`src/rtl/hwpe_sel_sequencer_if.sv`:
```
// Handshake and bus bundle for the HWPE selection sequencer.
//   master : request source and config-bus observer (drives *_i, reads *_o)
//   slave  : the sequencer itself
// Signals:
//   req_valid_i/req_ready_o/req_sel_i/req_en_i : selection/enable change request
//   cfg_req_i/cfg_gnt_i/cfg_r_valid_i          : config bus as seen at the HWPE
//   hwpe_busy_i                                : busy flag of the selected HWPE
//   cfg_block_o                                : masks new config requests upstream
//   hwpe_en_o/hwpe_sel_o                       : clock-gate enable and active index
//   err_o                                      : one-cycle error pulse
interface hwpe_sel_sequencer_if #(
   parameter int unsigned MAX_NUM_HWPES = 4
);
   localparam int unsigned SW = (MAX_NUM_HWPES > 1) ? $clog2(MAX_NUM_HWPES) : 1;

   logic          req_valid_i;
   logic          req_ready_o;
   logic [SW-1:0] req_sel_i;
   logic          req_en_i;
   logic          cfg_req_i;
   logic          cfg_gnt_i;
   logic          cfg_r_valid_i;
   logic          hwpe_busy_i;
   logic          cfg_block_o;
   logic          hwpe_en_o;
   logic [SW-1:0] hwpe_sel_o;
   logic          err_o;

   modport master (
      output req_valid_i, req_sel_i, req_en_i,
      output cfg_req_i, cfg_gnt_i, cfg_r_valid_i, hwpe_busy_i,
      input  req_ready_o, cfg_block_o, hwpe_en_o, hwpe_sel_o, err_o
   );

   modport slave (
      input  req_valid_i, req_sel_i, req_en_i,
      input  cfg_req_i, cfg_gnt_i, cfg_r_valid_i, hwpe_busy_i,
      output req_ready_o, cfg_block_o, hwpe_en_o, hwpe_sel_o, err_o
   );
endinterface

```
`src/rtl/hwpe_sel_sequencer.sv`:
```
// HWPE selection sequencer: safely changes the active HWPE index and its
// clock-gate enable. A change request first blocks new config traffic, waits
// until all granted config transactions have responded and the HWPE is idle,
// gates the clock for GUARD_CYCLES cycles, switches the selector, and finally
// applies the requested enable.
// Ports:
//   clk, rst_n : clock (rising edge), asynchronous active-low reset
//   bus        : hwpe_sel_sequencer_if.slave (request handshake, config-bus
//                observation, busy flag, block/enable/select/error outputs)
// Only req_ready_o is combinational; all other outputs are registered.
module hwpe_sel_sequencer #(
   parameter int unsigned MAX_NUM_HWPES = 4,
   parameter int unsigned N_HWPES       = 2,
   parameter int unsigned GUARD_CYCLES  = 2,
   parameter int unsigned OUTST_W       = 4
) (
   input logic                 clk,
   input logic                 rst_n,
   hwpe_sel_sequencer_if.slave bus
);

   localparam int unsigned SW = (MAX_NUM_HWPES > 1) ? $clog2(MAX_NUM_HWPES) : 1;
   // Guard counter runs 0..GUARD_CYCLES-1
   localparam int unsigned GW = (GUARD_CYCLES > 1) ? $clog2(GUARD_CYCLES) : 1;
   localparam logic [GW-1:0]      GUARD_LAST = GW'(GUARD_CYCLES - 1);
   localparam logic [OUTST_W-1:0] OUTST_MAX  = '1;

   // Elaboration-time parameter sanity
   if (N_HWPES < 1 || N_HWPES > MAX_NUM_HWPES) begin : g_bad_n_hwpes
      $error("hwpe_sel_sequencer: N_HWPES out of range");
   end
   if (GUARD_CYCLES < 1) begin : g_bad_guard
      $error("hwpe_sel_sequencer: GUARD_CYCLES must be >= 1");
   end
   if (OUTST_W < 1) begin : g_bad_outst_w
      $error("hwpe_sel_sequencer: OUTST_W must be >= 1");
   end

   typedef enum logic [1:0] {
      IDLE   = 2'd0,
      DRAIN  = 2'd1,
      GATE   = 2'd2,
      SWITCH = 2'd3
   } state_e;

   state_e             state_q, state_d;
   logic [SW-1:0]      sel_q, sel_d;
   logic               en_q, en_d;
   logic               block_q, block_d;
   logic               err_q, err_d;
   logic [OUTST_W-1:0] outst_q, outst_d;
   logic [GW-1:0]      guard_q, guard_d;
   logic [SW-1:0]      lat_sel_q, lat_sel_d;
   logic               lat_en_q, lat_en_d;

   logic cnt_inc;
   logic cnt_dec;
   logic cnt_err;
   logic sel_err;
   logic sel_invalid;
   logic req_is_noop;

   // Outstanding config-transaction counter with saturation/underflow flagging
   always_comb begin
      cnt_inc = bus.cfg_req_i & bus.cfg_gnt_i;
      cnt_dec = bus.cfg_r_valid_i;
      outst_d = outst_q;
      cnt_err = 1'b0;
      if (cnt_inc && !cnt_dec) begin
         if (outst_q == OUTST_MAX) begin
            cnt_err = 1'b1;
         end else begin
            outst_d = outst_q + OUTST_W'(1);
         end
      end else if (cnt_dec && !cnt_inc) begin
         if (outst_q == '0) begin
            cnt_err = 1'b1;
         end else begin
            outst_d = outst_q - OUTST_W'(1);
         end
      end
   end

   // Request classification
   always_comb begin
      sel_invalid = (32'(bus.req_sel_i) >= N_HWPES);
      req_is_noop = (bus.req_sel_i == sel_q) && (bus.req_en_i == en_q);
   end

   // Next-state and output logic
   always_comb begin
      state_d   = state_q;
      sel_d     = sel_q;
      en_d      = en_q;
      block_d   = block_q;
      guard_d   = guard_q;
      lat_sel_d = lat_sel_q;
      lat_en_d  = lat_en_q;
      sel_err   = 1'b0;

      unique case (state_q)
         IDLE: begin
            // In IDLE ready is high, so valid alone means acceptance
            if (bus.req_valid_i) begin
               if (sel_invalid) begin
                  sel_err = 1'b1;
               end else if (!req_is_noop) begin
                  lat_sel_d = bus.req_sel_i;
                  lat_en_d  = bus.req_en_i;
                  block_d   = 1'b1;
                  state_d   = DRAIN;
               end
            end
         end
         DRAIN: begin
            // Wait for every granted config transaction to respond and the HWPE to go idle
            if ((outst_q == '0) && !bus.hwpe_busy_i) begin
               en_d    = 1'b0;
               guard_d = '0;
               state_d = GATE;
            end
         end
         GATE: begin
            if (guard_q == GUARD_LAST) begin
               guard_d = '0;
               state_d = SWITCH;
            end else begin
               guard_d = guard_q + GW'(1);
            end
         end
         SWITCH: begin
            // Selector changes while the clock is still gated; enable follows on the same edge
            sel_d   = lat_sel_q;
            en_d    = lat_en_q;
            block_d = 1'b0;
            state_d = IDLE;
         end
         default: begin
            state_d = IDLE;
         end
      endcase

      err_d = sel_err | cnt_err;
   end

   // State and output registers
   always_ff @(posedge clk or negedge rst_n) begin
      if (!rst_n) begin
         state_q   <= IDLE;
         sel_q     <= '0;
         en_q      <= 1'b0;
         block_q   <= 1'b0;
         err_q     <= 1'b0;
         outst_q   <= '0;
         guard_q   <= '0;
         lat_sel_q <= '0;
         lat_en_q  <= 1'b0;
      end else begin
         state_q   <= state_d;
         sel_q     <= sel_d;
         en_q      <= en_d;
         block_q   <= block_d;
         err_q     <= err_d;
         outst_q   <= outst_d;
         guard_q   <= guard_d;
         lat_sel_q <= lat_sel_d;
         lat_en_q  <= lat_en_d;
      end
   end

   assign bus.req_ready_o = (state_q == IDLE);
   assign bus.cfg_block_o = block_q;
   assign bus.hwpe_en_o   = en_q;
   assign bus.hwpe_sel_o  = sel_q;
   assign bus.err_o       = err_q;

endmodule

```
`src/flat_wrapper.sv`:
```
// flat-port wrapper written by rule: the top's interface ports become plain ports
module hwpe_sel_sequencer_flat 
#(
   parameter int unsigned MAX_NUM_HWPES = 4,
   parameter int unsigned N_HWPES       = 2,
   parameter int unsigned GUARD_CYCLES  = 2,
   parameter int unsigned OUTST_W       = 4
)
  (clk, rst_n, bus_req_valid_i, bus_req_sel_i, bus_req_en_i, bus_cfg_req_i, bus_cfg_gnt_i, bus_cfg_r_valid_i, bus_hwpe_busy_i, bus_req_ready_o, bus_cfg_block_o, bus_hwpe_en_o, bus_hwpe_sel_o, bus_err_o);
  hwpe_sel_sequencer_if #(.MAX_NUM_HWPES(MAX_NUM_HWPES)) bus_i ();
  input logic clk;
  input logic rst_n;
  input wire logic [$bits(bus_i.req_valid_i)-1:0] bus_req_valid_i;
  input wire logic [$bits(bus_i.req_sel_i)-1:0] bus_req_sel_i;
  input wire logic [$bits(bus_i.req_en_i)-1:0] bus_req_en_i;
  input wire logic [$bits(bus_i.cfg_req_i)-1:0] bus_cfg_req_i;
  input wire logic [$bits(bus_i.cfg_gnt_i)-1:0] bus_cfg_gnt_i;
  input wire logic [$bits(bus_i.cfg_r_valid_i)-1:0] bus_cfg_r_valid_i;
  input wire logic [$bits(bus_i.hwpe_busy_i)-1:0] bus_hwpe_busy_i;
  output wire logic [$bits(bus_i.req_ready_o)-1:0] bus_req_ready_o;
  output wire logic [$bits(bus_i.cfg_block_o)-1:0] bus_cfg_block_o;
  output wire logic [$bits(bus_i.hwpe_en_o)-1:0] bus_hwpe_en_o;
  output wire logic [$bits(bus_i.hwpe_sel_o)-1:0] bus_hwpe_sel_o;
  output wire logic [$bits(bus_i.err_o)-1:0] bus_err_o;
  assign bus_i.req_valid_i = bus_req_valid_i;
  assign bus_i.req_sel_i = bus_req_sel_i;
  assign bus_i.req_en_i = bus_req_en_i;
  assign bus_i.cfg_req_i = bus_cfg_req_i;
  assign bus_i.cfg_gnt_i = bus_cfg_gnt_i;
  assign bus_i.cfg_r_valid_i = bus_cfg_r_valid_i;
  assign bus_i.hwpe_busy_i = bus_hwpe_busy_i;
  assign bus_req_ready_o = bus_i.req_ready_o;
  assign bus_cfg_block_o = bus_i.cfg_block_o;
  assign bus_hwpe_en_o = bus_i.hwpe_en_o;
  assign bus_hwpe_sel_o = bus_i.hwpe_sel_o;
  assign bus_err_o = bus_i.err_o;
  hwpe_sel_sequencer #(.MAX_NUM_HWPES(MAX_NUM_HWPES), .N_HWPES(N_HWPES), .GUARD_CYCLES(GUARD_CYCLES), .OUTST_W(OUTST_W)) u_core (.clk(clk), .rst_n(rst_n), .bus(bus_i));
endmodule
```
`config.mk`:
```
export PLATFORM = sky130hd
export DESIGN_NAME = hwpe_sel_sequencer_flat
export DESIGN_NICKNAME = d
export VERILOG_FILES = /design/src/rtl/hwpe_sel_sequencer_if.sv /design/src/rtl/hwpe_sel_sequencer.sv /design/src/flat_wrapper.sv
export SDC_FILE = /design/constraint.sdc
export NUM_CORES = 1
export LEC_CHECK = 0
export CAP_MARGIN = 10
export CORE_UTILIZATION = 47
export CTS_CLUSTER_DIAMETER = 80
export DETAILED_ROUTE_END_ITERATION = 8
export DONT_BUFFER_PORTS = 1
export PLACE_DENSITY = 0.69
export SETUP_SLACK_MARGIN = 0.5
export SLEW_MARGIN = 20
export SYNTH_ARGS = -nofsm -noshare
export SYNTH_HDL_FRONTEND = slang
export SYNTH_SLANG_ARGS = --single-unit
```
`constraint.sdc`:
```
create_clock -name clk -period 2.1 [get_ports clk]
set_input_delay 0.315 -clock clk [delete_from_list [all_inputs] [get_ports clk]]
set_output_delay 0.315 -clock clk [all_outputs]
set_load 0.02 [all_outputs]
```
==> impl_metrics.json <==
{
  "status": "finished, final reports clean",
  "clock-skew-final_ns": 0.00819,
  "regToRegSetupSlack_ns": 0.32,
  "slew-limit-headroom": 0.548,
  "clock_tree.htree_level_count": 1,
  "finalSetupViolCount": 0,
  "timing_worst_slew_pin_value_ns": 0.675,
  "post_layout_nonfiller_instances": 113,
  "tritoncts": "yes",
  "clkLatencyLatePin_ns": 0.29,
  "critical_path_class": "register to register",
  "layout_setup_ws_ns": 0.322,
  "via_count": 651,
  "fmaxAchievable_mhz": 562,
  "final_min_period_over_clock_period": 0.847,
  "area_of_the_die_sq_mm": 0.00198,
  "dp_hpwl_um": 1140,
  "layout.core_utilization": 0.662,
  "grt_usage": 0.217,
  "crit_path_dat_ns": 1.95,
  "wl_um": 2050,
  "reg2regPathDepth": 4,
  "placedCellCount": 98,
  "cp_data_required_time_ns": 2.27,
  "drive_gt1_frac": 0.500,
  "antenna_found_initial": 0,
  "synth-warning-count": 0,
  "initialDrtViolationCount": 9,
  "rsz_0062_raised_after_global_routing": "yes",
  "dpl_worst_slack_ns": 0.169,
  "grt_pass1_wl_um": 3030,
  "drt-pass1-iter-count": 4,
  "sequential_fraction_of_the_synthesis_area": 0.441,
  "dieHeight_um": 44.5,
  "slew_violations": 0,
  "final-hold-violation-count": 0,
  "power-per-cell-area_mw_per_mm2": 1530,
  "num_antenna_cells": 0,
  "route.detailed.drc": 0,
  "timing.rr.end": "u_core.state_q[1]",
  "cts.clk_slew.worst_paths_ns": 0.10,
  "p_leak_nw": 0.489,
  "synth.distinct_cells": 33,
  "synthesis.area_sq_um": 851,
  "holdPathStages": 1,
  "worst_hold_path_type": "input port to register",
  "cts_buffers": 3,
  "area_growth_syn_to_layout_pct": 32.8,
  "grt.overflow.total": 0,
  "port_buffers": 0,
  "clock_sink_count": 15,
  "post_synth.cell_area_avg_sq_um": 11.7,
  "critical_path_peak_fanout": 2,
  "floorplan.initialDensity": 0.498,
  "timing.hold.worst_endpoint": "u_core.outst_q[2]",
  "routed_wire_length_per_instance_um": 18.1,
  "worstSetupEndpointType": "register",
  "synth-seq-cells": 15,
  "number_of_global_route_vias_before_repair": 627,
  "ioPinCount": 16,
  "antenna_violating_nets_post_route": 0,
  "gp_routability_congestion": 0.709,
  "largest_net_degree_at_the_start_of_global_routing": 16,
  "fin_nets": 107,
  "rr_startpoint": "u_core.outst_q[1]",
  "clockBufferDepth": 2,
  "floorplan.rows": 15,
  "peak_supply_drop_v": 0.000903,
  "vias_per_cell": 5.76,
  "syn-instance-count": 73,
  "synth_nets": 91,
  "setup-tns-final_ns": 0,
  "synth_top_cells_by_area": "sky130_fd_sc_hd__dfrtp_1 44%, sky130_fd_sc_hd__ha_1 10%, sky130_fd_sc_hd__mux2_2 6.6%",
  "cp-start-kind": "register",
  "max_cap_violations": 0,
  "synthDominantAreaCellType": "sky130_fd_sc_hd__dfrtp_1",
  "fin_crit_ns": 1.78,
  "hold_path_startpoint": "bus_cfg_r_valid_i",
  "cts-root-buf": "sky130_fd_sc_hd__clkbuf_4",
  "core_sq_mm": 0.00171,
  "chipWidth_um": 44.5,
  "synth.top_cell.area_share": 0.441
}
synthesized netlist by cell type (all sizes together):
master / n
a211oi: 1
a21o: 2
a21oi: 3
a22o: 1
a32o: 1
and2: 1
dfrtp: 15
fa: 1
ha: 7
inv: 2
mux2: 6
mux2i: 2
nand2: 4
nand2b: 2
nand3: 3
nand4: 1
nor2: 1
nor2b: 1
nor3: 1
o2111ai: 1
o211ai: 1
o21a: 1
o21ai: 4
o221ai: 1
or2: 1
or3b: 2
or4: 1
or4b: 1
xnor2: 1
xor2: 4
final cells by class:
class | instances | area (sq um)
clock buffers | 3 | 22.5
clock inverters | 1 | 5.00
fillers | 132 | 578
inverters | 2 | 7.51
multi-input cells | 56 | 586
flip-flops and latches | 15 | 382
well taps | 25 | 31.3
repair buffers | 11 | 96.3
kinds of logic after synthesis:
kind of cell	after synthesis	share of synthesized area
buffers and inverters	2	0.00883
XOR/XNOR	5	0.0515
flip-flops	15	0.441
adder cells (fa/ha/maj)	8	0.126
AND/OR/NAND/NOR	19	0.135
multiplexers	8	0.103
AO/OA/AOI/OAI	16	0.134
worst max path at each step:
stage	startpoint	end	slack, ns	cells past startpoint
CTS	u_core.outst_q[1]	u_core.state_q[1]	0.29	4
floorplan	u_core.outst_q[0]	u_core.state_q[1]	0.27	4
global route	u_core.outst_q[1]	u_core.state_q[0]	0.26	5
detailed placement	u_core.outst_q[0]	u_core.state_q[1]	0.17	4
finish	u_core.outst_q[1]	u_core.state_q[1]	0.32	4
global placement	u_core.outst_q[0]	u_core.state_q[1]	0.24	4
power breakdown:
part | switching, mW | total (mW) | leakage, nW | internal, mW
combinational | 0.464 | 0.995 | 0.291 | 0.530
clock | 0.0951 | 0.166 | 0.0177 | 0.0708
sequential | 0.147 | 0.569 | 0.181 | 0.422
layer usage:
layer / vias to the layer above / part of all wire / global-route usage
li1: 302 / - / -
met1: 330 / 0.42 / 0.292
met2: 15 / 0.51 / 0.332
met3: 4 / 0.044 / 0.0776
met4: 0 / 0.022 / 0.0545
met5: - / 0 / 0
critical path, cell delays in order (launching register included):
cell and delay (ns):
sky130_fd_sc_hd__dfrtp_1 0.39, sky130_fd_sc_hd__or4_4 0.55, sky130_fd_sc_hd__o21a_1 0.20, sky130_fd_sc_hd__a211oi_2 0.19
sky130_fd_sc_hd__mux2_1 0.34
per-stage QoR:
| stage | hold slack, ns | power [mW] | area (sq um) |
|---|---|---|---|
| after floorplan | 0.0194 | 1.07 | 867 |
| after global placement | 0.0197 | 1.17 | 898 |
| after detailed placement | 0.0197 | 1.20 | 898 |
| after CTS | 0.123 | 1.52 | 1010 |
| after global routing | 0.0892 | 1.86 | 1130 |
| final | 0.103 | 1.73 | 1130 |
registers in the layout, indices dropped and copies added (netlist names):
name,count
u_core.guard_q,1
u_core.lat_en_q,1
u_core.lat_sel_q,2
u_core.bus.hwpe_en_o,1
u_core.bus.cfg_block_o,1
u_core.state_q,2
u_core.bus.hwpe_sel_o,2
u_core.bus.err_o,1
u_core.outst_q,4
placed cells by master, fill, tap and decap left out, types with 3 or more instances in the layout:
cell type and instances:
sky130_fd_sc_hd__buf_4 7, sky130_fd_sc_hd__buf_6 3, sky130_fd_sc_hd__clkbuf_4 3, sky130_fd_sc_hd__dfrtp_2 5
sky130_fd_sc_hd__mux2_2 5, sky130_fd_sc_hd__dfrtp_1 10, sky130_fd_sc_hd__ha_1 4, sky130_fd_sc_hd__ha_4 3
sky130_fd_sc_hd__o21ai_1 3
repair_timing:
item,in CTS,in global routing
gates cloned,0,0
endpoints found under the setup margin,8,11
setup buffers,5,5
gates resized for setup,13,16
hold endpoints to repair,15,0
hold buffers,1,0
pin swaps,4,10
Note: power is estimated with default switching activity, not from simulation.
